$ cat config.mk
export PLATFORM = sky130hd
export DESIGN_NAME = sw_debounce
export DESIGN_NICKNAME = d
export VERILOG_FILES = /design/src/rtl/sw_debounce.sv
export SDC_FILE = /design/constraint.sdc
export NUM_CORES = 1
export LEC_CHECK = 0
export BUFFER_PORTS_ARGS = -buffer_cell sky130_fd_sc_hd__buf_4
export CAP_MARGIN = 30
export CORE_MARGIN = 4
export CORE_UTILIZATION = 56
export DETAILED_ROUTE_END_ITERATION = 8
export GPL_TIMING_DRIVEN = 0
export PLACE_DENSITY = 0.76
export SYNTH_ARGS = -nofsm -noshare
export SYNTH_HDL_FRONTEND = slang
export SYNTH_SLANG_ARGS = --single-unit
$ cat constraint.sdc
create_clock -name CLK -period 2.05 [get_ports CLK]
set_input_delay 0.41 -clock CLK [delete_from_list [all_inputs] [get_ports CLK]]
set_output_delay 0.41 -clock CLK [all_outputs]
set_load 0.1 [all_outputs]
$ cat src/rtl/sw_debounce.sv
// Multi-channel switch debouncer: 2-flop sync, stable counter, press/release pulses.
// Optional macro SW_DEBOUNCE_TOGGLE_EN makes SW_LEVEL a press-on/press-off latch.
module sw_debounce #(
  parameter int N_CH      = 6,
  parameter int DB_CYCLES = 250000
) (
  input  logic            CLK,
  input  logic            RST_N,
  input  logic [N_CH-1:0] SW_RAW,
  output logic [N_CH-1:0] SW_LEVEL,
  output logic [N_CH-1:0] SW_PRESS,
  output logic [N_CH-1:0] SW_RELEASE
);

  localparam int CW = $clog2(DB_CYCLES);
  localparam logic [CW-1:0] CNT_MAX = CW'(DB_CYCLES - 1);

  logic [N_CH-1:0] sync1;
  logic [N_CH-1:0] sync2;

  // Bring the asynchronous raw levels into the CLK domain.
  always_ff @(posedge CLK or negedge RST_N) begin
    if (!RST_N) begin
      sync1 <= '0;
      sync2 <= '0;
    end else begin
      sync1 <= SW_RAW;
      sync2 <= sync1;
    end
  end

  for (genvar g = 0; g < N_CH; g++) begin : g_ch
    logic [CW-1:0] cnt;
    logic          stab;
    logic          prs;
    logic          rls;
    logic          differ;
    logic          done;

    assign differ = sync2[g] ^ stab;
    assign done   = differ && (cnt == CNT_MAX);

    // Count consecutive samples that disagree with the accepted level.
    always_ff @(posedge CLK or negedge RST_N) begin
      if (!RST_N) begin
        cnt <= '0;
      end else if (!differ || done) begin
        cnt <= '0;
      end else begin
        cnt <= cnt + CW'(1);
      end
    end

    // Accept the new level and emit a one-cycle edge pulse with it.
    always_ff @(posedge CLK or negedge RST_N) begin
      if (!RST_N) begin
        stab <= 1'b0;
        prs  <= 1'b0;
        rls  <= 1'b0;
      end else begin
        prs <= done & sync2[g];
        rls <= done & ~sync2[g];
        if (done) begin
          stab <= sync2[g];
        end
      end
    end

    assign SW_PRESS[g]   = prs;
    assign SW_RELEASE[g] = rls;

`ifdef SW_DEBOUNCE_TOGGLE_EN
    logic tog;

    // Flip the latched operand bit on the cycle after each press pulse.
    always_ff @(posedge CLK or negedge RST_N) begin
      if (!RST_N) begin
        tog <= 1'b0;
      end else begin
        tog <= tog ^ prs;
      end
    end

    assign SW_LEVEL[g] = tog;
`else
    assign SW_LEVEL[g] = stab;
`endif
  end

endmodule
==> implementation parameters <==
Parameter                              Value

Power and ir drop
  Worst-case vdd ir drop ... 0.754 mV
  Internal cell power ... 4.35 mW
  Switch share ... 0.212
  Switch Pwr ... roughly 1.2 mW
  Part of the total power dissipated in combinational logic ... 0.034
  Power share of the sequential group ... 0.509
  Leakage power figure ... 3.18 nW
  Pwr/cell area ... 732 nW/um^2
  Power share of the clock group ... 0.458

CTS
  TritonCTS clock tree ... yes
  Clock input transition at the sequential cells of the worst setup and hold paths ... 0.05 ns
  CTS Root Buffer Type ... sky130_fd_sc_hd__clkbuf_16
  Clk sinks ... between 100 and 150
  Clock insertion delay at the later pin of the skew report ... 0.41 ns
  Number of buffers on the longest clock path ... 2
  Total CTS buffers ... 17
  H-tree levels ... 4

Synthesis
  Sequential cell area fraction in the yosys report ... 0.535
  Most used standard cells in the synthesized netlist ... sky130_fd_sc_hd__dfrtp_1, sky130_fd_sc_hd__nor2_1, sky130_fd_sc_hd__xnor2_1
  Syn Inst Count ... roughly 630
  Fraction of registers with async set or reset after synthesis ... 1.00
  Flop and latch count out of synthesis ... around 140
  Number of synthesized flops with an enable pin ... 0
  Number of distinct library cell variants in the gate-level netlist after synthesis ... 38
  Netlist area before placement ... 6450 sq um
  Top-area cell type share of the netlist area ... 0.535
  Post-synthesis cell type with the largest combined area ... sky130_fd_sc_hd__dfrtp_1
  Synthesized area divided by synthesized cell count ... 10.3 sq um
  Largest cells by area after synthesis ... sky130_fd_sc_hd__dfrtp_1, sky130_fd_sc_hd__xnor2_1, sky130_fd_sc_hd__nor2_1
  Most common cell in the netlist ... sky130_fd_sc_hd__dfrtp_1
  Flip-flop cell with the highest count after synthesis ... sky130_fd_sc_hd__dfrtp_1
  Warnings from Yosys ... 0
  Synthesized net count ... 639

Die
  I/O pin total ... 26
  Die span in y ... about 120 um
  Core Box Area ... around 11,000 sq um
  Die outline area ... 13,300 sq um
  Cell row count ... 38
  Die width ... between 100 and 150 um
  Starting density of the core ... 0.582

Critical path
  Number of cells on the worst reg-to-reg path ... 4
  Launching element type of the critical path ... register
  Data required time of the worst path ... 2.35 ns
  Endpoint type of the worst setup path ... register
  Crit Path Max Fanout ... 4
  CP Data Arrival Time ... roughly 2.4 ns
  Worst Setup Path Type ... register to register

Final layout
  Finished Cell Area ... 7540 sq um
  P&R area growth vs syn ... 17.0%
  Area of the multi-input gates ... roughly 2800 sq um
  Layout cell share with drive strength beyond 1 ... 0.166
  Final cell count without fillers ... 833
  Sequential cell area ... 3460 sq um
  N_diodes ... 0
  Count of nets after finishing ... 700
  Layout filler cell count ... 822

Min path
  Number of cells on the worst hold path ... 1
  HP Class ... input pin to register

STA
  Setup repair after global routing missed its margin ... yes
  Relative slew slack ... 0.603
  Crit path time final ... 2.13 ns
  Transition time at the pin with the least slew margin ... 0.596 ns
  Maximum frequency from static timing analysis ... between 0.4 and 0.5 GHz
  Post-Route Skew ... roughly 0.0065 ns
  Max-slew violation total from the final report ... 0
  Minimum setup slack in the final design ... -0.0817 ns
  Number of failing setup endpoints in the final timing report ... 17
  Hold violation total from the final report ... 0
  Period utilisation layout ... 1.04

Detailed routing
  Routed wire per std cell ... 14.8 um
  Final ANT Viol Nets ... 0
  Number of DRC violations after detailed-routing iteration 0 ... around 280
  Total DRC errors in the routed layout ... 0
  Drt first pass iters ... 5
  Vias per inst ... around 5.8
  Total via count after detailed routing ... 4,808
  Routed wire length ... roughly 12,000 um

Placed design
  Number of cells after detailed placement ... approximately 800
  Detailed placement HPWL ... roughly 8000 um
  Placer Congestion ... 0.846
  Count of buffers inserted at the top-level ports ... 25
  Instance area at placement ... 6850 sq um

GRT
  Global-route wire length before repair ... 21,300 um
  Number of global-route vias before repair ... 4,686
  Pin count of the biggest net entering global routing ... 75
  Total gr overflow ... 0
  Overall global routing resource usage ... 0.201
  Number of antenna violations at the first check in global routing ... 0

Run
  Max_cap viols ... 0

Status
  Failing checks ... negative setup slack
  Run status ... complete, but fails checks
==> cell families after synthesis <==
family / count (synthesis) / share of synthesized area
compound gates: 29 / 0.0310
xor+xnor: 90 / 0.122
fa+ha+maj: 6 / 0.0116
buf+inv: 43 / 0.0361
flops: 138 / 0.535
mux: 7 / 0.0126
simple gates: 312 / 0.251
==> metrics by stage <==
step	utilization	setup WS, ns	TNS (ns)	power, mW	hold slack [ns]
2_1_floorplan	-	-0.0498	-0.0498	2.92	0.114
6_report	0.681	-0.0817	-0.236	5.52	0.106
5_1_grt	0.681	-0.126	-1.57	5.74	0.0846
3_5_place_dp	0.618	-0.370	-11.33	3.02	0.335
4_1_cts	0.674	-0.101	-0.102	5.57	0.0893
3_3_place_gp	0.615	-0.321	-9.45	3.01	0.332
==> sequential cells by signal, summed over array words and instances (netlist names) <==
| signal | count |
|---|---|
| g_ch.stab | 6 |
| g_ch.rls | 6 |
| sync2 | 6 |
| sync1 | 6 |
| g_ch.cnt | 108 |
| g_ch.prs | 6 |
==> layout by cell type, fill, tap and decap left out, drive strengths merged, types with 3 or more instances in the layout <==
master,synthesis,routed
nor2,110,110
nor4b,3,3
a21oi,11,11
or3,10,10
inv,16,16
nor3b,14,14
ha,6,6
o21ai,9,9
buf,19,62
o41ai,3,3
nor2b,3,3
nand3,37,37
xor2,23,23
nor4,27,27
nor3,14,14
xnor2,67,67
or4,14,14
clkbuf,8,26
clkinv,0,6
dfrtp,138,138
mux2,6,6
and4,6,6
nand2,25,25
nand4,32,32
or2,4,4
and3,9,9
o31ai,5,5
==> worst paths after layout <==
path | from | end | slack [ns]
worst max-delay path | g_ch[3].cnt[8] | g_ch[3].stab | -0.08
worst min-delay path | SW_RAW[4] | sync1[4] | 0.11
worst max register to register | g_ch[3].cnt[8] | g_ch[3].stab | -0.08
worst min register to register | sync1[0] | sync2[0] | 0.35
max in group asynchronous | RST_N | g_ch[3].cnt[4] | 0.73
min in group asynchronous | RST_N | g_ch[0].prs | 0.55
==> cell type report <==
| class | count | area share |
|---|---|---|
| clock inverters | 6 | 0.00398 |
| clock buffers | 20 | 0.0592 |
| flip-flops and latches | 138 | 0.458 |
| inverters | 16 | 0.00796 |
| well taps | 140 | 0.0232 |
| plain buffers | 25 | 0.0231 |
| multi-input cells | 444 | 0.377 |
| repair buffers | 44 | 0.0478 |
==> power groups by stage <==
stage | Combinational (mW) | Sequential, mW | Clock [mW]
after floorplan | 0.0774 | 2.84 | 0
after global routing | 0.214 | 2.81 | 2.71
after global placement | 0.158 | 2.85 | 0
after CTS | 0.183 | 2.81 | 2.58
final | 0.186 | 2.81 | 2.53
after detailed placement | 0.170 | 2.85 | 0
==> layer usage <==
layer / vias to the layer above / routed length [um] / GRT usage / part of all wire
li1: 2310 / - / - / -
met1: 2349 / 5530 / 0.266 / 0.45
met2: 128 / 6060 / 0.318 / 0.49
met3: 21 / 500 / 0.0526 / 0.041
met4: 0 / 206 / 0.0775 / 0.017
met5: - / 0 / 0 / 0
==> worst max-delay path, stage by stage (launching register included) <==
cell and delay (ns):
sky130_fd_sc_hd__dfrtp_1 0.37, sky130_fd_sc_hd__or4_1 0.53, sky130_fd_sc_hd__or4_4 0.54, sky130_fd_sc_hd__or2_4 0.29, sky130_fd_sc_hd__mux2_4 0.30
==> repair_timing <==
item,in CTS,in global routing
setup endpoints to repair,55,44
hold endpoints to repair,2,0
setup buffers,11,6
resized for setup,10,11
pin swaps,7,5
hold buffers,1,0
Power figures use the tool's default switching activity.
